===== config.mk =====
export PLATFORM = sky130hd
export DESIGN_NAME = vec_packer
export DESIGN_NICKNAME = d
export VERILOG_FILES = /design/src/rtl/vec_packer.sv
export SDC_FILE = /design/constraint.sdc
export NUM_CORES = 1
export LEC_CHECK = 0
export CORE_MARGIN = 1.5
export CORE_UTILIZATION = 40
export DETAILED_ROUTE_END_ITERATION = 6
export HOLD_SLACK_MARGIN = 0.08
export MAX_ROUTING_LAYER = met4
export PLACE_DENSITY_LB_ADDON = 0.15
export SYNTH_ARGS = -nofsm -noshare
export SYNTH_HDL_FRONTEND = slang
export SYNTH_SLANG_ARGS = --single-unit
export TNS_END_PERCENT = 100

===== constraint.sdc =====
create_clock -name clk -period 1.8 [get_ports clk]
set_clock_uncertainty 0.1 [all_clocks]
set_input_delay 0.36 -clock clk [delete_from_list [all_inputs] [get_ports clk]]
set_output_delay 0.36 -clock clk [all_outputs]
set_load 0.05 [all_outputs]

===== src/rtl/vec_packer.sv =====
//==============================================================================
// Module      : vec_packer
// Description : Scalar-to-vector packing stream transmitter. Collects XW
//               consecutive QW-bit scalars into one XW-lane vector and sends
//               it on a valid/ready vector interface. A staging array plus an
//               output register form a double buffer, so one scalar per cycle
//               is sustained when downstream does not stall. last_i closes a
//               partial vector early; the lanes that were not filled get PAD.
//
// Ports       : clk      - clock, rising edge
//               rstn     - asynchronous active-low reset
//               data_i   - scalar word
//               valid_i  - scalar valid
//               last_i   - final scalar of a burst (qualified by valid_i)
//               ready_o  - scalar accepted when valid_i && ready_o
//               data_o   - packed vector, lane 0 = first scalar
//               valid_o  - vector valid
//               last_o   - vector was closed by last_i (qualified by valid_o)
//               ready_i  - downstream accepts when valid_o && ready_i
//
// Revision    : 1.0 - initial release
//==============================================================================
`default_nettype none

module vec_packer #(
    parameter int              QW  = 32,
    parameter int              XW  = 4,
    parameter logic [QW-1:0]   PAD = '0
) (
    input  logic          clk,
    input  logic          rstn,
    input  logic [QW-1:0] data_i,
    input  logic          valid_i,
    input  logic          last_i,
    output logic          ready_o,
    output logic [QW-1:0] data_o [XW],
    output logic          valid_o,
    output logic          last_o,
    input  logic          ready_i
);

    localparam int                 C_CNT_W     = $clog2(XW);
    localparam logic [C_CNT_W-1:0] C_LAST_LANE = C_CNT_W'(XW - 1);
    localparam logic [C_CNT_W-1:0] C_CNT_ONE   = C_CNT_W'(1);

    // Staging buffer
    logic [QW-1:0]      r_stg [XW];
    logic [C_CNT_W-1:0] r_cnt;
    logic               r_stg_full;
    logic               r_stg_last;

    // Output register
    logic [QW-1:0]      r_out [XW];
    logic               r_valid;
    logic               r_last;

    logic w_out_free;
    logic w_accept;
    logic w_xfer;
    logic w_complete;

    // The output register can take a new vector when empty or being drained.
    assign w_out_free = !r_valid || ready_i;
    // Built only from registered state and ready_i, so there is no
    // combinational path from valid_i/data_i/last_i back to ready_o.
    assign ready_o    = !r_stg_full || w_out_free;
    assign w_accept   = valid_i && ready_o;
    assign w_xfer     = r_stg_full && w_out_free;
    assign w_complete = (r_cnt == C_LAST_LANE) || last_i;

    assign data_o  = r_out;
    assign valid_o = r_valid;
    assign last_o  = r_last;

    always_ff @(posedge clk or negedge rstn) begin
        if (!rstn) begin
            for (int i = 0; i < XW; i++) begin
                r_stg[i] <= '0;
                r_out[i] <= '0;
            end
            r_cnt      <= '0;
            r_stg_full <= 1'b0;
            r_stg_last <= 1'b0;
            r_valid    <= 1'b0;
            r_last     <= 1'b0;
        end else begin
            // Output side: move a completed staging vector forward, or drain.
            if (w_xfer) begin
                for (int i = 0; i < XW; i++) begin
                    r_out[i] <= r_stg[i];
                end
                r_last     <= r_stg_last;
                r_valid    <= 1'b1;
                r_stg_full <= 1'b0;
            end else if (r_valid && ready_i) begin
                r_valid <= 1'b0;
            end

            // Input side: a beat accepted in the same cycle as a transfer
            // lands in lane 0 of the just-freed staging array (r_cnt is 0
            // whenever r_stg_full is set). Its stg_full set is placed after
            // the transfer's clear so that the set wins.
            if (w_accept) begin
                for (int i = 0; i < XW; i++) begin
                    if (C_CNT_W'(i) == r_cnt) begin
                        r_stg[i] <= data_i;
                    end else if (w_complete && (C_CNT_W'(i) > r_cnt)) begin
                        r_stg[i] <= PAD;
                    end
                end
                if (w_complete) begin
                    r_stg_full <= 1'b1;
                    r_stg_last <= last_i;
                    r_cnt      <= '0;
                end else begin
                    r_cnt <= r_cnt + C_CNT_ONE;
                end
            end
        end
    end

endmodule

`default_nettype wire


==> flow_summary.ini, run 1 <==
[outcome]
status = finished clean

[logic_synthesis]
synth_area_um2 = 10130
yosysUniqueCellTypes = 27
seq_area_frac_synth = 0.6472
yosys.area.top_type = dfrtp_1
synth_cells = 652
synth.area.top_cells = dfrtp_1 65%, mux2_2 15%, a22o_1 5.5%, mux2_4 4.4%, mux2i_1 3.2%
syn_avg_cell_area_um2 = 15.54
ys_warn_count = 0
ys_ff_latch = 262
synth_top_area_share = 0.6472
syn_nets = 693

[sta]
period_share = 0.9704
worst_slew_pin_slew_ns = 0.3997
whs_ns = 0.2385
slew_headroom = 0.7335
rsz0062_at_grt = false
setup_viol_count_final = 0
slew_viol_final = 0
finalCriticalPeriod_ns = 1.747
hold_viol = 0
fmax_mhz = 572.5
finalWorstSetupSlack_ns = 0.05335

[setup_path]
crit_type = flop to output pin
critPathMaxFanout = 4
slowest_stage = dfrtp_2
path_cells = nand3b_4, buf_6, buf_12
reg2reg_from = r_cnt[0]
worstSetupEndpointType = output pin
crit_required_ns = 1.34
startpoint = r_stg_full
cpPeakStageDelay_ns = 0.42
critPathLaunchType = flop
cp.arrival_ns = 1.29

[place]
portBuffers = 167
dp_hpwl_mm = 15.93
gp_congestion = 0.7938
dp_slack_ns = -0.2752

[routing]
wl_mm = 23.04
avgRoutedWirePerCell_um = 19.30
first_pass_iters = 4
num_vias = 5875
via_per_inst = 4.920
drc = 0
ant_nets = 0
drt_iter0_markers = 183

[global_routing]
grt_max_degree = 58
grt_overflow = 0
grt_pass1_vias = 6504
grt_pass1_wl_mm = 36.98
antenna_found_initial = 1
track_usage = 0.1859

[floorplanning]
fp.dieArea_um2 = 26290
start_util = 0.4046
die_height_um = 162.1
core-area_um2 = 25040
rows = 58
die_x_um = 162.1
io_pins = 168

[layout]
drive_above_1_share = 0.4473
seqCellArea_um2 = 6559
multiInputGateArea_um2 = 3173
fill_cells = 2107
synthToLayoutAreaGrowth_pct = 29.63
final_common_cell = dfrtp_1
final_cell_mix = 260 x dfrtp_1, 140 x buf_4, 131 x mux2_2
final_nets = 886
utilization = 0.5245

[clock_network]
clkSinkCount = 262
numCtsBuffers = 27
tritoncts = built
h-tree-depth = 1
clkTransAtPathRegs_ns = 0.06
clk_root_buffer_cell = clkbuf_16
clkLatencyLatePin_ns = 0.52
cts_buffer_depth = 3

[power]
pwr_density_cell_nw_per_um2 = 1765
power_leakage_nw = 6.568
ir_drop_v = 0.001014
p_total_mw = 23.17

[flow_run]
drv_cap = 0

[worst_hold_path]
hold_path_class = input port to asynchronous set/reset pin
==> registers in the layout, indices dropped and copies added (netlist names) <==
register,flops
data_o,128
last_o,1
r_cnt,2
r_stg,128
r_stg_full,1
r_stg_last,1
valid_o,1
==> timing repair <==
| item | CTS | global route |
|---|---|---|
| gates cloned | 0 | 0 |
| setup endpoints to repair | 1 | 4 |
| resized for setup | 2 | 2 |
| setup buffers | 3 | 0 |
| hold endpoints to repair | 262 | 0 |
| hold buffers | 1 | 0 |
==> kinds of logic after synthesis <==
| kind of cell | Yosys count | synth area share |
|---|---|---|
| buffers and inverters | 75 | 0.04174 |
| adder cells (fa/ha/maj) | 4 | 0.004940 |
| AO/OA/AOI/OAI | 72 | 0.06262 |
| flip-flops | 262 | 0.6472 |
| multiplexers | 193 | 0.2217 |
| AND/OR/NAND/NOR | 46 | 0.02186 |
==> power breakdown <==
| part | switching [mW] | internal (mW) | leakage (nW) |
|---|---|---|---|
| clock | 2.22 | 3.40 | 0.447 |
| sequential | 1.07 | 7.68 | 3.42 |
| combinational | 5.45 | 3.35 | 2.71 |
==> per-stage QoR <==
stage	std cells	instance area, µm²	TNS [ns]
5_1_grt	1194	13130	0
3_5_place_dp	1142	12200	-45.07
2_1_floorplan	652	10130	0
3_3_place_gp	1142	12200	-42.31
4_1_cts	1193	13130	0
6_report	1194	13130	0
==> worst paths after layout <==
check | endpoint | slack [ns] | depth (start not counted)
worst max-delay path | ready_o | 0.05 | 3
worst min-delay path | data_o[86] | 0.24 | 2
worst max register to register | r_stg[127] | 0.07 | 5
worst min register to register | r_stg[95] | 0.40 | 1
max in group asynchronous | data_o[50] | 0.72 | 3
min in group clk | r_stg[95] | 0.40 | 1
==> cell usage after synthesis <==
library cell	n
dfrtp_1	262
o211ai_4	1
mux2_4	30
buf_4	14
and3_1	2
mux2_2	131
nand2_1	34
buf_6	10
clkbuf_1	5
o21bai_1	1
ha_1	4
inv_1	35
nor2_1	1
o211ai_2	1
nand2b_1	2
and3_4	1
nand3b_2	1
o21ai_0	1
nand3_1	2
nand3b_4	1
a22o_1	64
nor2b_1	2
o21a_1	1
a41o_1	1
mux2i_1	32
a21oi_1	2
buf_2	11
==> per-layer routing <==
metal  part of all wire  GRT usage
met1               0.43     0.2318
met3              0.059    0.04341
met5                  0          -
met2               0.50     0.3094
met4              0.014    0.04128
==> cell type report <==
cell class	count	share of cell area
flip-flops and latches	262	0.4994
diodes	1	0.0001905
multi-input cells	315	0.2416
well taps	330	0.03144
clock buffers	32	0.05440
inverters	35	0.01000
repair buffers	204	0.1491
clock inverters	15	0.01381
==> worst max-delay path, delay by kind of cell (launching register included) <==
kind / cells / cell delay, ns
buffers and inverters: 2 / 0.24
DFF: 1 / 0.42
and+or+nand+nor: 1 / 0.10
(Power assumes the default switching activity.)
==> run 2, diff against run 1 <==
--- a/config.mk
+++ b/config.mk
@@ -5,6 +5,8 @@
 export SDC_FILE = /design/constraint.sdc
 export NUM_CORES = 1
 export LEC_CHECK = 0
+export CELL_PAD_IN_SITES_DETAIL_PLACEMENT = 0
+export CELL_PAD_IN_SITES_GLOBAL_PLACEMENT = 1
 export CORE_MARGIN = 1.5
 export CORE_UTILIZATION = 40
 export DETAILED_ROUTE_END_ITERATION = 6
==> constraint.sdc (replaced) <==
create_clock -name clk -period 1.42 [get_ports clk]
set_clock_uncertainty 0.1 [all_clocks]
set_input_delay 0.284 -clock clk [delete_from_list [all_inputs] [get_ports clk]]
set_output_delay 0.284 -clock clk [all_outputs]
set_load 0.05 [all_outputs]
==> run 2 against run 1 <==
Net effect: the flow now finishes with violations (setup timing); non-clock buffer count grew 103; routed wire length grew 25%; core utilization grew 14 points; largest power group unchanged; highest routed layer unchanged.
==> flow_summary.ini, run 2 (synthesized netlist as in run 1, its figures left out) <==
[outcome]
status = finished with violations
violations = setup timing

[setup_path]
cp.arrival_ns = 1.33
critPathMaxFanout = 3
critPathLaunchType = flop
r2r_cells = 6
worstSetupEndpointType = output pin
crit_type = flop to output pin
crit_required_ns = 1.04

[sta]
finalWorstSetupSlack_ns = -0.2952
finalCriticalPeriod_ns = 1.715
slew_viol_final = 0
period_share = 1.208
worst_slew_pin_slew_ns = 0.4198
slew_headroom = 0.7202
setup_viol_count_final = 390
hold_viol = 0
rsz0062_at_grt = true
fmax_mhz = 583.0

[global_routing]
grt_pass1_wl_mm = 39.68
grt_overflow = 0
antenna_found_initial = 0
grt_pass1_vias = 6946
track_usage = 0.2005
grt_max_degree = 42

[layout]
final_nets = 991
final_common_cell = dfrtp_1
synthToLayoutAreaGrowth_pct = 65.04
drive_above_1_share = 0.5181
n_antenna_cell = 0
final_cell_mix = 253 x dfrtp_1, 158 x buf_12, 148 x mux2_4

[clock_network]
tritoncts = built
clkLatencyLatePin_ns = 0.52
clkTransAtPathRegs_ns = 0.06
cts_buffer_depth = 3
clk_root_buffer_cell = clkbuf_16
h-tree-depth = 1
clkSinkCount = 262
numCtsBuffers = 27

[floorplanning]
start_util = 0.4046
core-area_um2 = 25040
fp.dieArea_um2 = 26290
die_x_um = 162.1
io_pins = 168
rows = 58
die_height_um = 162.1

[routing]
drc = 0
ant_nets = 0
wl_met1_mm = 12.66
via_per_inst = 5.011
first_pass_iters = 4
highest-signal-layer = met4
avgRoutedWirePerCell_um = 22.09
wl_met2_mm = 14.24
wl_met3_mm = 1.212
wl_mm = 28.70
drt_iter0_markers = 341
num_vias = 6509

[power]
power_leakage_nw = 8.224
pwr_density_cell_nw_per_um2 = 2164
p_total_mw = 36.19
ir_drop_v = 0.001440

[flow_run]
drv_cap = 0

[place]
dp_slack_ns = -0.5970
dp_hpwl_mm = 16.12
portBuffers = 167
gp_congestion = 0.8116

[worst_hold_path]
hold_path_class = input port to asynchronous set/reset pin
## run 2: worst max-delay path, cell delays in order, from the launching register on
cell and delay, ns:
dfrtp_2 0.43, nand3b_4 0.11, buf_6 0.13, buf_12 0.14
## run 2: final cells by class
class                   instances  area [µm²]
flip-flops and latches        262        6568
repair buffers                307        4964
clock inverters                10       152.6
inverters                      35       133.9
well taps                     330       412.9
clock buffers                  38       747.0
multi-input cells             317        3742
fillers                      1691        8317
## run 2: final timing paths
path | startpoint | to | slack (ns)
worst max-delay path | valid_o | ready_o | -0.30
max in group asynchronous | rstn | data_o[34] | 0.50
worst min-delay path | rstn | data_o[122] | 0.17
worst max register to register | r_cnt[0] | r_stg[83] | -0.28
min in group clk | data_i[14] | r_stg[46] | 0.33
worst min register to register | r_stg[89] | r_stg[89] | 0.40
## run 2: layer usage
layer / vias up / track usage
met3: 43 / 0.03218
met5: - / -
li1: 2886 / -
met1: 3399 / 0.2641
met4: 0 / 0.05755
met2: 181 / 0.3227
## run 2: per-stage QoR
| stage | setup TNS [ns] | cell area [µm²] | util | hold WS (ns) | instances |
|---|---|---|---|---|---|
| after floorplan | -38.27 | 10310 | - | -0.1116 | 652 |
| final | -53.74 | 16720 | 0.6678 | 0.1690 | 1299 |
| after global routing | -68.87 | 16720 | 0.6678 | 0.2061 | 1299 |
| after detailed placement | -133.32 | 13980 | 0.5585 | 0.1173 | 1152 |
| after global placement | -131.00 | 13980 | 0.5585 | 0.1132 | 1152 |
| after CTS | -53.42 | 15320 | 0.6119 | 0.1691 | 1221 |
## run 2: what timing repair did
item	CTS	global route
hold buffers	1	0
gates cloned	6	24
hold endpoints to repair	262	0
resized for setup	42	131
pin swaps	6	14
buffers inserted	16	60
endpoints found under the setup margin	389	392
## run 2: power breakdown
| group | total [mW] | switching (mW) | leakage, nW | internal [mW] |
|---|---|---|---|---|
| clock network | 7.22 | 2.85 | 0.440 | 4.38 |
| registers | 12.0 | 2.25 | 3.40 | 9.75 |
| logic | 17.0 | 7.58 | 4.38 | 9.38 |
| total | 36.2 | 12.7 | 8.22 | 23.5 |
